## src/rtl/loader_pkg.sv

```systemverilog
// Shared types and defaults for the mem_loader boot-stream loader.
// The CHK state is present in the enum in every build; it is only reachable when LOADER_CHECKSUM_EN is defined.
package loader_pkg;

  localparam int unsigned AW_DEF         = 8;
  localparam int unsigned CW_DEF         = 16;
  localparam int unsigned MAX_CYCLES_DEF = 4096;

  typedef enum logic [2:0] {
    IDLE,
    HDR_BASE,
    HDR_LEN,
    LOAD,
    CHK,
    RUN,
    DONE,
    ERR
  } state_t;

  typedef logic [7:0] hdr_byte_t;
  typedef logic [8:0] load_len_t;

  // A length byte of zero encodes a full 256-byte payload.
  function automatic load_len_t decode_len(input hdr_byte_t b);
    return (b == 8'd0) ? 9'd256 : {1'b0, b};
  endfunction

endpackage

```

## src/rtl/run_timer.sv

```systemverilog
// Run-length counter for the loaded core; expired flags when the count reaches MAX_CYCLES.
module run_timer #(
  parameter int unsigned CW         = 16,
  parameter int unsigned MAX_CYCLES = 4096
) (
  input  logic          clk,
  input  logic          reset,
  input  logic          clr,
  input  logic          en,
  output logic [CW-1:0] count,
  output logic          expired
);

  logic [CW-1:0] r_count;

  always_ff @(posedge clk or posedge reset) begin
    if (reset) begin
      r_count <= '0;
    end else if (clr) begin
      r_count <= '0;
    end else if (en && !expired) begin
      r_count <= r_count + 1'b1;
    end
  end

  assign count   = r_count;
  assign expired = (r_count == CW'(MAX_CYCLES));

endmodule

```

## src/rtl/mem_loader.sv

```systemverilog
// Streams a header (base, len) plus payload into data memory, then releases the core and times its run.
// Optional trailing checksum byte enabled by defining LOADER_CHECKSUM_EN.
module mem_loader
  import loader_pkg::*;
#(
  parameter int unsigned AW         = AW_DEF,
  parameter int unsigned CW         = CW_DEF,
  parameter int unsigned MAX_CYCLES = MAX_CYCLES_DEF
) (
  input  logic          clk,
  input  logic          reset,
  input  logic          start,
  input  logic          in_valid,
  output logic          in_ready,
  input  logic [7:0]    in_data,
  output logic          mem_wr_en,
  output logic [AW-1:0] mem_addr,
  output logic [7:0]    mem_dat,
  output logic          core_reset,
  input  logic          core_done,
  output logic          finished,
  output logic          err,
  output logic [CW-1:0] cycles
);

  state_t        r_state;
  state_t        w_next;
  hdr_byte_t     r_base;
  load_len_t     r_len;
  load_len_t     r_idx;
  logic          r_wr_en;
  logic [AW-1:0] r_addr;
  logic [7:0]    r_dat;
  logic          w_xfer;
  logic          w_last;
  logic          w_start_ok;
  logic          w_expired;
  logic          w_tmr_en;
`ifdef LOADER_CHECKSUM_EN
  logic [7:0]    r_sum;
`endif

  assign w_xfer     = in_valid && in_ready;
  assign w_last     = (r_idx == r_len - 9'd1);
  assign w_start_ok = start && (r_state == IDLE || r_state == DONE || r_state == ERR);
  assign w_tmr_en   = (r_state == RUN) && !core_done;

  always_ff @(posedge clk or posedge reset) begin
    if (reset) begin
      r_state <= IDLE;
    end else begin
      r_state <= w_next;
    end
  end

  always_comb begin
    w_next     = r_state;
    in_ready   = 1'b0;
    core_reset = 1'b1;
    finished   = 1'b0;
    err        = 1'b0;
    case (r_state)
      IDLE, DONE, ERR: begin
        finished = (r_state == DONE);
        err      = (r_state == ERR);
        if (start) w_next = HDR_BASE;
      end
      HDR_BASE: begin
        in_ready = 1'b1;
        if (w_xfer) w_next = HDR_LEN;
      end
      HDR_LEN: begin
        in_ready = 1'b1;
        if (w_xfer) w_next = LOAD;
      end
      LOAD: begin
        in_ready = 1'b1;
        if (w_xfer && w_last) begin
`ifdef LOADER_CHECKSUM_EN
          w_next = CHK;
`else
          w_next = RUN;
`endif
        end
      end
      CHK: begin
`ifdef LOADER_CHECKSUM_EN
        in_ready = 1'b1;
        if (w_xfer) w_next = (in_data == r_sum) ? RUN : ERR;
`else
        w_next = IDLE;
`endif
      end
      RUN: begin
        core_reset = 1'b0;
        // Done wins over a simultaneous timeout.
        if (core_done)      w_next = DONE;
        else if (w_expired) w_next = ERR;
      end
      default: w_next = IDLE;
    endcase
  end

  always_ff @(posedge clk or posedge reset) begin
    if (reset) begin
      r_base  <= '0;
      r_len   <= '0;
      r_idx   <= '0;
      r_wr_en <= 1'b0;
      r_addr  <= '0;
      r_dat   <= '0;
    end else begin
      r_wr_en <= 1'b0;
      if (w_xfer) begin
        case (r_state)
          HDR_BASE: r_base <= in_data;
          HDR_LEN: begin
            r_len <= decode_len(in_data);
            r_idx <= '0;
          end
          LOAD: begin
            r_wr_en <= 1'b1;
            r_addr  <= AW'(r_base) + AW'(r_idx);
            r_dat   <= in_data;
            r_idx   <= r_idx + 9'd1;
          end
          default: ;
        endcase
      end
    end
  end

`ifdef LOADER_CHECKSUM_EN
  always_ff @(posedge clk or posedge reset) begin
    if (reset) begin
      r_sum <= '0;
    end else if (w_xfer) begin
      if (r_state == HDR_BASE) r_sum <= in_data;
      else if (r_state == HDR_LEN || r_state == LOAD) r_sum <= r_sum + in_data;
    end
  end
`endif

  run_timer #(
    .CW        (CW),
    .MAX_CYCLES(MAX_CYCLES)
  ) u_timer (
    .clk    (clk),
    .reset  (reset),
    .clr    (w_start_ok),
    .en     (w_tmr_en),
    .count  (cycles),
    .expired(w_expired)
  );

  assign mem_wr_en = r_wr_en;
  assign mem_addr  = r_addr;
  assign mem_dat   = r_dat;

endmodule
```

## config.mk

```make
export PLATFORM = sky130hd
export DESIGN_NAME = mem_loader
export DESIGN_NICKNAME = d
export VERILOG_FILES = /design/src/rtl/loader_pkg.sv /design/src/rtl/run_timer.sv /design/src/rtl/mem_loader.sv
export SDC_FILE = /design/constraint.sdc
export NUM_CORES = 1
export LEC_CHECK = 0
export ABC_AREA = 1
export BUFFER_PORTS_ARGS = -buffer_cell sky130_fd_sc_hd__buf_4
export CORE_MARGIN = 3
export CORE_UTILIZATION = 60
export CTS_BUF_LIST = sky130_fd_sc_hd__clkbuf_8
export CTS_CLUSTER_DIAMETER = 50
export DETAILED_ROUTE_END_ITERATION = 12
export HOLD_SLACK_MARGIN = 0.02
export PLACE_DENSITY_LB_ADDON = 0.25
export SLEW_MARGIN = 40
export SYNTH_ARGS = -nofsm -noshare
export SYNTH_HDL_FRONTEND = slang
export SYNTH_HIERARCHICAL = 1
export SYNTH_SLANG_ARGS = --single-unit
```

## constraint.sdc

```tcl
create_clock -name clk -period 2.5 [get_ports clk]
set_input_delay 0.25 -clock clk [delete_from_list [all_inputs] [get_ports clk]]
set_output_delay 0.25 -clock clk [all_outputs]
set_load 0.02 [all_outputs]
```

Word-level counts from Yosys, hierarchy flattened
Cells that the tools add are included.
Widths: inputs -> output; s select.
- flip-flop bits (word level): 62
- input bits: 13
- output and inout port bits: 37
- logic and storage cells: 63
- add/subtract/negate cells: 4
- equality and inequality tests: 14
- muxes and demuxes: 17
- reductions and logical operators: 20
- operator list (cell ; number):
    $mux 16 ; 2
    $mux 3 ; 6
    $pmux 3 s6 ; 1
    $pmux 9 s2 ; 1
    $add 16x1->16 const B ; 1
    $eq 16x13->1 const B ; 1
    $eq 3x3->1 const B ; 4
    $add 9x1->9 const B ; 1
    $eq 9x9->1 ; 1
    $mux 9 ; 1
    $sub 9x1->9 const B ; 1
    $add 8x8->8 ; 1
    $logic_not 8->1 ; 1
    $ne 2x2->1 const B ; 4
    $reduce_and 2->1 ; 4
    $eq 3x2->1 const B ; 2
    $mux 1 ; 6
    $reduce_or 3->1 ; 2
    $logic_and 1x1->1 ; 5
    $reduce_and 5->1 ; 1
    $reduce_bool 2->1 ; 2
    $eq 3x1->1 const B ; 1
    $logic_not 3->1 ; 1
    $ne 3x2->1 const B ; 1
    2 further kinds ; 4

Logic depth before layout (Yosys ltp)
Gate-level depths: netlist of run 1.
- depth in word-level cells: 7
- gate-level depth with buffers: 15
- depth with buffers taken out: 15

By module
The synthesis of run 1 kept the hierarchy.
- modules (own cells, without submodules) (module ; instances ; cells each ; area each (um^2) ; sequential area each (um^2)):
    mem_loader ; 1 ; 339 ; 2607.5 ; 1151.1
    run_timer ; 1 ; 167 ; 1129.8 ; 400.4

Least setup slack after synthesis of run 1
OpenSTA, ideal clock, no wires.
- path kind: register to register
- start point: register r_idx[0]
- end point: register r_addr[6], in the netlist mem_addr[6]
- library setup time: 83 ps
- arrival: 1649 ps
- data required time: 2417 ps
- slack: 769 ps
- stages on the path, launching flop included: 10
- clock period less this slack: 1731 ps
- cells stage by stage: dfrtp_1 > ha_1 > inv_1 > fa_1 > o21ai_0 > nand2_1 > nand2_1 > a21oi_1 > xor2_1 > o21ai_0
- longest elaborated chain between the ends: 1
- ends and longest elaborated chain (what ; line ; RTL):
    start: declaration ; mem_loader.sv:30 ; load_len_t r_idx;
    start signal: assignment ; mem_loader.sv:125 ; r_idx <= r_idx + 9'd1;
    $add 8x8->8 ; mem_loader.sv:123 ; r_addr <= AW'(r_base) + AW'(r_idx);
    end signal: assignment ; mem_loader.sv:123 ;
    end: declaration ; mem_loader.sv:32 ; logic [AW-1:0] r_addr;
No other way between the ends.
A chain may end at the register's enable or synchronous reset.

Worst setup path after layout of run 1
- start point: register r_state[2]
- end point: register u_timer.r_count[1], in the netlist u_timer/count[1]
- longest elaborated chain between the ends: 5
- elaborated cells on any way between the ends: 11
- ends and longest elaborated chain (what ; line ; RTL):
    start: declaration ; mem_loader.sv:26 ; state_t r_state;
    start signal: assignment ; mem_loader.sv:52 ; r_state <= w_next;
    $eq 3x3->1 / $logic_not 3->1 (equally long branches) ; mem_loader.sv:45 ; assign w_start_ok = start && (r_state == IDLE || r_state == DONE || r_state == ERR);
    $logic_or 1x1->1 ; mem_loader.sv:45 ;
    $logic_or 1x1->1 (*) ; mem_loader.sv:45 ;
    $logic_and 1x1->1 (*) ; mem_loader.sv:45 ;
    net w_start_ok ; mem_loader.sv:36 ; logic w_start_ok;
    $mux 16 / $reduce_bool 2->1 (equally long branches) ; - ;
    end signal: assignment ; run_timer.sv:22 ; r_count <= r_count + 1'b1;
    end: declaration ; run_timer.sv:14 ; logic [CW-1:0] r_count;
Mark *: on every way through the listed nets, which the timed path passes. The rest lies on a longest branch.

==> run summary, run 1 <==
run status: completed
GR Overflow Total: 0
Root Buffer: clkbuf_8
Area contributors post-synth: dfrtp_1 42%, nand2_1 15%, inv_1 6.1%, nand3_1 5.4%, nor2_1 5.0%
gr usage total: 25.8%
Reg clk slew, reported paths: 0.08 ns
count leader, synth: nand2_1
drt drc: 0
final setup TNS: 0 ns
synth unique cells: 34
Worst Setup Path Type: reg2reg
Final #Nets: 588
port bufs: 49
synth cell count leaders: 146 x nand2_1, 62 x dfrtp_1, 61 x inv_1
routed wire length: 8640 um
Tmin final: 1.98 ns
core box area: 0.00599 mm^2
vias in the first global route: 3299
Worst setup EP type: register
drt via density: 5.45
TritonCTS Buffers: 9
CTS Buffer Depth: 2
DR WL/cell: 13.5 um
Synth area leader: dfrtp_1
Data required, critical path: 2.72 ns
post-DP HPWL: 6590 um
Yosys warnings: 6
RSZ-0062 raised after global routing: false
post-synth top area share: 41.5%
Seq cells post-synth: 62
# H-tree levels: 3
Top FF cell, synth: dfrtp_1
CTS tree: built
CTS resizes: 0
peak fanout along the critical path: 14
Max transition margin: 54.3%
Avg Cell Area, Syn: 7.39 um^2
fin. max-slew vios: 0
DIE WIDTH: 84.9 um
syn nets: 532
share of synthesized flip-flops with an asynchronous set or reset: 100%
largest net degree at the start of global routing: 29
first-pass GRT wire length: 15100 um
maximum vdd drop: 669 uV
layout cells sized above 1: 16.2%
Gate Count Post-Synth: 506
Vias: 3498
final hold violations: 0
Clk Latency, worst-skew pair: 0.35 ns
startpoint types: register
number of max-cap violations: 0
postcts setup bufs: 0
register area share after synthesis: 41.5%
# setup viols final: 0
IO Count: 50
Hold WC Path Type: in2reg
# diodes: 0
EDFF count, synth: 0
Pwr Density: 1050 mW/mm^2
initial DRC count: 312
initial core utilization: 62.4%
clock sinks: 62
total iterations of the first detailed-routing run: 4
Rows: 28
crit path DAT: 2.21 ns
Lkg Pwr: 2.26 nW
worst slew pin tran: 0.681 ns
Post-Syn Area: 0.00374 mm^2
hold_buf cts: 1
FMAX: 504 MHz
Final period util: 79.3%
Die Ht: 84.9 um
routability cong.: 1.00
Area Growth Syn to Fin: 16.2%
Core Util, Final: 72.5%
antenna-violating nets left: 0
Worst Clk Skew: 0.0117 ns
die footprint: 0.00721 mm^2
initial antenna violation count: 0
==> logic make-up after synthesis <==
group	after synthesis	share of synthesized area, %
buffers and inverters	75	8.47
adders and majority gates	13	4.55
DFF	62	41.5
and+or+nand+nor	281	33.3
AOI/OAI and AO/OA	64	9.54
xor gates and xnor gates	11	2.58
==> flip-flops by register name, summed over array words and instances, names as in the netlist <==
| register | flops |
|---|---|
| mem_wr_en | 1 |
| r_len | 9 |
| r_state | 3 |
| mem_addr | 8 |
| mem_dat | 8 |
| r_idx | 9 |
| u_timer/count | 16 |
| r_base | 8 |
==> cells in the final DEF (no fill, tap or decap), types with 10 or more instances in the layout <==
cell type  Yosys  final
dfrtp_1       62     62
a21oi_1       11     11
buf_4          1     51
xor2_1        10     10
nand2_1      146    146
o21ai_0       33     33
nor2_1        50     50
ha_1          12     12
nand4_1       20     20
inv_1         61     60
o21ai_1       10     10
nand3_1       40     40
==> where the power goes <==
part	switching, mW	internal, mW
logic	1.31	0.765
registers	0.310	1.34
clock network	0.451	0.371
==> metrics by stage <==
| step | power (mW) | hold WS, ns | instance area, um^2 | std cells | worst slack (ns) |
|---|---|---|---|---|---|
| floorplan | 3.10 | 0.164 | 3740 | 506 | 0.769 |
| global placement | 3.65 | 0.304 | 4150 | 625 | 0.625 |
| detailed placement | 3.73 | 0.311 | 4150 | 625 | 0.551 |
| CTS | 4.56 | 0.107 | 4340 | 642 | 0.533 |
| global route | 4.91 | 0.112 | 4340 | 642 | 0.267 |
| finish | 4.55 | 0.115 | 4340 | 642 | 0.517 |
==> cell type report <==
| cell class | instances | area (um^2) |
|---|---|---|
| fill | 498 | 1650 |
| sequential | 62 | 1550 |
| clock buffer | 9 | 124 |
| clock inverter | 7 | 56.3 |
| tap | 75 | 93.8 |
| inverter | 68 | 255 |
| multi-input combinational | 369 | 1870 |
| timing repair buffer | 52 | 393 |
==> final timing paths <==
kind | endpoint | startpoint | cells after the start | slack [ns]
min | r_len[2] | in_data[2] | 3 | 0.12
max | u_timer/count[1] | r_state[2] | 7 | 0.52
max in group asynchronous | mem_addr[5] | reset | 4 | 1.42
max reg2reg | u_timer/count[1] | r_state[2] | 7 | 0.52
min in group asynchronous | r_len[5] | reset | 3 | 0.48
min reg2reg | mem_addr[5] | mem_addr[5] | 2 | 0.49
==> per-layer routing <==
layer	share of wire (%)	up-vias	global-route usage, %
li1	-	1751	-
met1	47	1630	35.9
met2	45	103	40.8
met3	6.1	14	4.17
met4	1.4	0	9.50
met5	0	-	0
==> worst max-delay path: stages (launching register included) <==
cell and delay, ns:
dfrtp_1 0.39, inv_2 0.09, nand2_1 0.15, nand3_1 0.12, nor2_1 0.36, inv_1 0.36
nand2_1 0.28, o21ai_0 0.11
Note: power is estimated with default switching activity, not from simulation.
==> run 2, diff against run 1 <==
--- a/config.mk
+++ b/config.mk
@@ -5,7 +5,7 @@
 export SDC_FILE = /design/constraint.sdc
 export NUM_CORES = 1
 export LEC_CHECK = 0
-export ABC_AREA = 1
+export ABC_AREA = 0
 export BUFFER_PORTS_ARGS = -buffer_cell sky130_fd_sc_hd__buf_4
 export CORE_MARGIN = 3
 export CORE_UTILIZATION = 60
==> constraint.sdc (replaced) <==
create_clock -name clk -period 1.85 [get_ports clk]
set_input_delay 0.185 -clock clk [delete_from_list [all_inputs] [get_ports clk]]
set_output_delay 0.185 -clock clk [all_outputs]
set_load 0.02 [all_outputs]
==> run 2 against run 1 <==
  * The flow now finishes with violations (negative setup slack)
  * Count of clock-buffer cells in the layout unchanged
  * Register-to-register slack worse by 0.74 ns
  * Non-clock buffer count up 64
  * Core utilization up 14 points
  * Flip-flop and latch count unchanged
  * Sequential power up 27%
  * Power up 44%
  * Die area down 3.3%
  * Cell area up 12%
  * Sequential share of layout area down 3.8 points
  * First-iteration DRC count up 42%
  * Highest routed layer unchanged
==> run summary, run 2 <==
peak fanout along the critical path: 6 (-8)
Post-Syn Area: 0.00360 mm^2 (-3.6%)
Top FF cell, synth: dfrtp_1
Finished Layout Cells: 548 (-15%)
first-pass GRT wire length: 15500 um (+2.7%)
failing checks: negative setup slack
Die Ht: 83.5 um (-1.7%)
post-DP HPWL: 6520 um (-1.2%)
register area share after synthesis: 43.1% (+1.5 points)
# fillers: 261 (-48%)
vias in the first global route: 3168 (-4.0%)
worst setup margin: -0.227 ns (-0.744 ns)
Clk Latency, worst-skew pair: 0.35 ns (about the same)
port bufs: 49 (unchanged)
Yosys warnings: 6 (unchanged)
share of synthesized flip-flops with an asynchronous set or reset: 100% (unchanged)
reg-to-reg slack, setup: -0.23 ns (-0.74 ns)
Int Pwr: 3.94 mW (+59%)
Hold EP: r_base[1]
maximum vdd drop: 1040 uV (+55%)
routed wire length: 11400 um (+32%)
synth cell count leaders: 62 x dfrtp_1, 25 x nor2_1, 23 x nand2_1, 23 x o21ai_0
syn nets: 387 (-27%)
drt drc: 0 (unchanged)
Worst Clk Skew: 0.00941 ns (-0.00226 ns)
most frequent cells in the layout: 104 x buf_4, 58 x dfrtp_1, 24 x nor2_1, 22 x nand2_1, 21 x o21ai_0
clock sinks: 62 (unchanged)
DIE WIDTH: 83.5 um (-1.7%)
Data required, critical path: 2.08 ns (-0.64 ns)
final setup TNS: -2.82 ns (-2.82 ns)
initial DRC count: 444 (+42%)
GR Overflow Total: 0 (unchanged)
DR WL/cell: 20.7 um (+54%)
Net Sw Power: 2.59 mW (+25%)
count leader, synth: dfrtp_1
# H-tree levels: 3 (unchanged)
initial antenna violation count: 0 (unchanged)
commonest non-fill, non-tap cell in the layout: buf_4
largest net degree at the start of global routing: 35 (+21%)
number of max-cap violations: 0 (unchanged)
worst slew pin tran: 0.734 ns (+0.0530 ns)
Worst Hold Depth: 3 (unchanged)
Final period util: 112% (+33 points)
GR Util met1: 38.1% (+2.2 points)
max reg flops: 16 (unchanged)
Area contributors post-synth: dfrtp_1 43%, mux2_2 6.9%, ha_1 4.2%, o21ai_0 3.2%, a21oi_1 3.1%
CTS Buffer Depth: 2 (unchanged)
CTS tree: built
reg2reg end: u_timer/count[15]
Reg clk slew, reported paths: 0.08 ns (about the same)
crit path DAT: 2.31 ns (+0.10 ns)
total iterations of the first detailed-routing run: 7 (+3)
placed instance count: 518 (-17%)
Vias: 3541 (+1.2%)
min-delay src: in_data[1]
Clock power frac: 18.2% (about the same)
core box area: 0.00564 mm^2 (-5.8%)
# setup viols final: 19 (+19)
final hold violations: 0 (unchanged)
Area Growth Syn to Fin: 35.5%
Lkg Pwr: 2.30 nW (+1.4%)
Gate Count Post-Synth: 361 (-29%)
met2 Use GR: 45.3% (+4.6 points)
busiest layer in global routing: met2
Reg power frac: 32.0% (-4.4 points)
# diodes: 0 (unchanged)
EDFF count, synth: 0 (unchanged)
layout cells sized above 1: 41.6% (+25 points)
multi-input logic area: 0.00203 mm^2 (+8.4%)
worst r2r src: u_timer/count[1]
startpoint types: register
antenna-violating nets left: 0 (unchanged)
RSZ-0062 raised after global routing: true
Worst setup EP type: register
synth unique cells: 57 (+68%)
Synth area leader: dfrtp_1
Seq cells post-synth: 62 (unchanged)
Root Buffer: clkbuf_8
Rows: 27 (-3.6%)
TritonCTS Buffers: 9 (unchanged)
FMAX: 482 MHz (-4.5%)
run status: complete, but fails checks
drt via density: 6.46 (+19%)
grt met3 use: 4.84% (+0.66 points)
routability cong.: 0.840 (-16%)
power share of the combinational group: 49.8% (+4.2 points)
Avg Cell Area, Syn: 9.98 um^2 (+35%)
Tmin final: 2.08 ns (+0.0939 ns)
gr usage total: 27.8% (+2.0 points)
Worst Setup Path Type: reg2reg
Max transition margin: 51.0% (-3.3 points)
Hold WC Path Type: in2reg
post-synth top area share: 43.1% (+1.5 points)
initial core utilization: 63.9% (+1.5 points)
IO Count: 50 (unchanged)
fin. max-slew vios: 0 (unchanged)
die footprint: 0.00697 mm^2 (-3.3%)
Pwr Density: 1340 mW/mm^2 (+28%)
Register Area: 0.00156 mm^2 (+0.32%)
Final #Nets: 497 (-15%)
worst reg2reg path depth: 7 (unchanged)
Net Sw Frac: 39.7% (-5.8 points)
==> run 2: cell count changes in the layout (fill, tap and decap cells not counted), moves of 9 or more <==
cell     change
nand2_1    -124
buf_4       +53
inv_1       -44
nand3_1     -28
nor2_1      -26
mux2_2      +16
nand4_1     -13
o21ai_0     -12
xnor2_1     +10
a21oi_1      +9
==> run 2: power groups by stage <==
stage | Clock (mW) | Sequential, mW | Combinational [mW]
6_report | 1.19 | 2.09 | 3.25
5_1_grt | 1.25 | 2.13 | 3.48
4_1_cts | 1.17 | 2.07 | 2.89
3_5_place_dp | 0 | 2.09 | 2.78
3_3_place_gp | 0 | 2.06 | 2.67
2_1_floorplan | 0 | 2.28 | 1.56
==> run 2: stage by stage <==
step                worst slack, ns  total power [mW]  instance area, um^2  utilization [%]  hold WS, ns
global placement             -0.137              4.73                 4380             77.7        0.319
CTS                          -0.177              6.13                 4640             82.2       0.0988
global route                 -0.285              6.86                 4880             86.5        0.109
detailed placement           -0.214              4.87                 4380             77.7        0.314
finish                       -0.227              6.53                 4880             86.5        0.104
floorplan                    -0.232              3.85                 3620                -       0.0985
==> run 2: layer usage <==
| layer | up-vias | routed length [um] |
|---|---|---|
| met2 | 237 | 5640 |
| met5 | - | 0 |
| met3 | 41 | 958 |
| li1 | 1511 | - |
| met4 | 0 | 398 |
| met1 | 1752 | 4370 |
==> run 2: cell families after synthesis <==
family	after synthesis	synth area share, %
and+or+nand+nor	122	18.8
DFF	62	43.1
buffers and inverters	37	5.83
xor gates and xnor gates	23	5.59
adders and majority gates	13	4.72
muxes	29	9.10
AOI/OAI and AO/OA	75	12.9
==> run 2: cell type report <==
type | instances | share of cell area (%)
Multi-Input combinational cell | 262 | 41.5
Sequential cell | 62 | 31.9
Timing Repair Buffer | 116 | 19.3
Clock buffer | 9 | 2.54
Tap cell | 72 | 1.85
Inverter | 20 | 1.59
Clock inverter | 7 | 1.36
==> run 2: worst max path at each step <==
stage	cells past startpoint	slack [ns]	from	to
after floorplan	7	-0.23	u_timer/count[0]	u_timer/count[15]
after global placement	7	-0.14	u_timer/count[0]	u_timer/count[15]
after detailed placement	7	-0.21	u_timer/count[0]	u_timer/count[15]
after CTS	8	-0.18	u_timer/count[1]	u_timer/count[1]
after global routing	8	-0.28	u_timer/count[1]	u_timer/count[11]
final	7	-0.23	u_timer/count[1]	u_timer/count[15]
==> run 2: worst max-delay path, stage by stage, from the launching register on <==
cell and delay (ns):
dfrtp_2 0.42, inv_2 0.07, ha_4 0.11, or3b_4 0.41, o41ai_4 0.38, buf_4 0.22, nor4_4 0.05, mux2_4 0.30
==> run 2: repair_timing <==
action,CTS,global route
gates resized for setup,9,42
endpoints found under the hold margin,48,0
setup endpoints to repair,17,29
hold buffers,1,0
pin swaps,4,13
buffers inserted,3,8
gates cloned,0,2
==> run 3, diff against run 2 <==
--- a/config.mk
+++ b/config.mk
@@ -14,6 +14,7 @@
 export DETAILED_ROUTE_END_ITERATION = 12
 export HOLD_SLACK_MARGIN = 0.02
 export PLACE_DENSITY_LB_ADDON = 0.25
+export SKIP_CTS_REPAIR_TIMING = 1
 export SLEW_MARGIN = 40
 export SYNTH_ARGS = -nofsm -noshare
 export SYNTH_HDL_FRONTEND = slang
==> run 3 against run 2 <==
  * The flow still finishes with violations (negative setup slack)
  * Via count is 0.65% lower
  * Core utilization is 1.4 points lower
  * Cell area is 1.6% lower
  * Non-clock buffer count is 3 lower
  * Wire length is 0.91% lower
  * Count of clock-buffer cells in the layout stayed put
  * Worst setup slack worse by 0.073 ns
  * Combinational power is 4% lower
  * Cell count is 0.55% lower
  * Clock skew is 0.0036 ns higher
  * Register-to-register slack worse by 0.07 ns
  * Critical path type unchanged
  * Largest power group unchanged
==> run summary, run 3 (synthesis gave the netlist of run 2 again) <==
Worst setup EP type: register
final setup TNS: -3.81 ns (-0.990 ns)
vias in the first global route: 3179 (+0.35%)
clock sinks: 62 (unchanged)
Lkg Pwr: 2.25 nW (-1.9%)
crit path DAT: 2.41 ns (+0.10 ns)
post-DP HPWL: 6520 um (unchanged)
startpoint types: register
Hold WC Path Type: in2reg
Register Area: 0.00156 mm^2 (unchanged)
# setup viols final: 20 (+1)
die footprint: 0.00697 mm^2 (unchanged)
FMAX: 465 MHz (-3.4%)
gr usage total: 27.2% (-0.63 points)
final hold violations: 0 (unchanged)
total iterations of the first detailed-routing run: 5 (-2)
Max transition margin: 51.8% (+0.78 points)
TritonCTS Buffers: 9 (unchanged)
most frequent cells in the layout: 103 x buf_4, 58 x dfrtp_1, 24 x nor2_1, 22 x nand2_1
layout cells sized above 1: 40.8% (-0.79 points)
crit-path cells: inv_2, ha_4, or3b_4, o41ai_4, buf_4, buf_6, o31ai_4, a21oi_1
peak fanout along the critical path: 6 (unchanged)
Root Buffer: clkbuf_8
Core Util, Final: 85.1% (-1.4 points)
crit-path max cell delay: 0.42 ns (about the same)
IO Count: 50 (unchanged)
multi-input logic area: 0.00198 mm^2 (-2.2%)
antenna-violating nets left: 0 (unchanged)
largest net degree at the start of global routing: 35 (unchanged)
Tmin final: 2.15 ns (+0.0726 ns)
routability cong.: 0.840 (unchanged)
delay-heaviest family, CP: compound AO/OA/AOI/OAI gates
drt via density: 6.46 (-0.10%)
drt drc: 0 (unchanged)
failing checks: negative setup slack
Vias: 3518 (-0.65%)
Final #Nets: 494 (-0.60%)
Reg clk slew, reported paths: 0.08 ns (about the same)
Pwr Density: 1330 mW/mm^2 (-0.52%)
Hold Slack: 0.101 ns (-0.00270 ns)
# diodes: 0 (unchanged)
DIE WIDTH: 83.5 um (unchanged)
Clk Latency, worst-skew pair: 0.35 ns (about the same)
Die Ht: 83.5 um (unchanged)
fin. max-slew vios: 0 (unchanged)
worst r2r src: u_timer/count[1]
max reg flops: 16 (unchanged)
Worst Setup Path Type: reg2reg
worst slew pin tran: 0.723 ns (-0.0117 ns)
# fillers: 270 (+3.4%)
initial core utilization: 63.9% (unchanged)
Area Growth Syn to Fin: 33.3%
initial antenna violation count: 0 (unchanged)
Rows: 27 (unchanged)
Worst Clk Skew: 0.0130 ns (+0.00363 ns)
initial DRC count: 463 (+4.3%)
first-pass GRT wire length: 15300 um (-1.6%)
commonest non-fill, non-tap cell in the layout: buf_4
RSZ-0062 raised after global routing: true
min-delay src: in_data[2]
Final period util: 116% (+3.9 points)
maximum vdd drop: 999 uV (-3.8%)
CP Buf/Inv Count: 3 (+1)
port bufs: 49 (unchanged)
Crit-path slowest cell: dfrtp_2
worst setup margin: -0.299 ns (-0.0726 ns)
DR WL/cell: 20.7 um (-0.36%)
run status: complete, but fails checks
routed wire length: 11300 um (-0.91%)
crit path from: u_timer/count[1]
Data required, critical path: 2.11 ns (+0.03 ns)
number of max-cap violations: 0 (unchanged)
GR Overflow Total: 0 (unchanged)
CTS Buffer Depth: 2 (unchanged)
core box area: 0.00564 mm^2 (unchanged)
CTS tree: built
# H-tree levels: 3 (unchanged)
run 3: cell types whose count changed in the layout (fill, tap and decap cells not counted), moves of 2 or more:
cell,before,now
buf_6,7,5
ha_2,1,3
ha_4,3,1
mux2_2,16,21
mux2_4,8,3
o21ai_1,7,9
o21ai_2,3,1
o31ai_1,4,2
or4_1,4,2
or4_4,2,4
run 3: per-stage QoR:
step | std cells | setup slack, ns | instance area [um^2] | power [mW]
floorplan | 361 | -0.232 | 3620 | 3.85
global placement | 518 | -0.137 | 4380 | 4.73
global route | 545 | -0.376 | 4800 | 6.70
CTS | 534 | -0.244 | 4570 | 6.05
finish | 545 | -0.299 | 4800 | 6.39
detailed placement | 518 | -0.214 | 4380 | 4.87
run 3: path summary, 6_finish.rpt:
check	depth (start not counted)	slack [ns]	endpoint
setup reg to reg	8	-0.30	u_timer/count[11]
setup / recovery	8	-0.30	u_timer/count[11]
max in group asynchronous	4	0.71	mem_addr[6]
min in group asynchronous	3	0.49	u_timer/count[9]
hold / removal	2	0.10	r_base[2]
hold reg to reg	2	0.48	mem_addr[5]
run 3: routing by layer:
layer / global-route usage, % / wire length (um)
met3: 4.54 / 1130
met5: 0 / 0
met1: 36.7 / 4270
met4: 9.65 / 408
met2: 44.4 / 5450
run 3: where the power goes:
part           leakage (nW)  internal, mW  switching [mW]
Sequential            0.779          1.76           0.336
Combinational          1.38          1.46            1.65
Clock                0.0924         0.611           0.571
run 3: cell type report:
cell class              count  share of cell area, %
clock inverters             7                   1.38
inverters                  20                   1.56
multi-input cells         262                   41.3
repair buffers            113                   18.9
well taps                  72                   1.88
flip-flops and latches     62                   32.4
clock buffers               9                   2.58
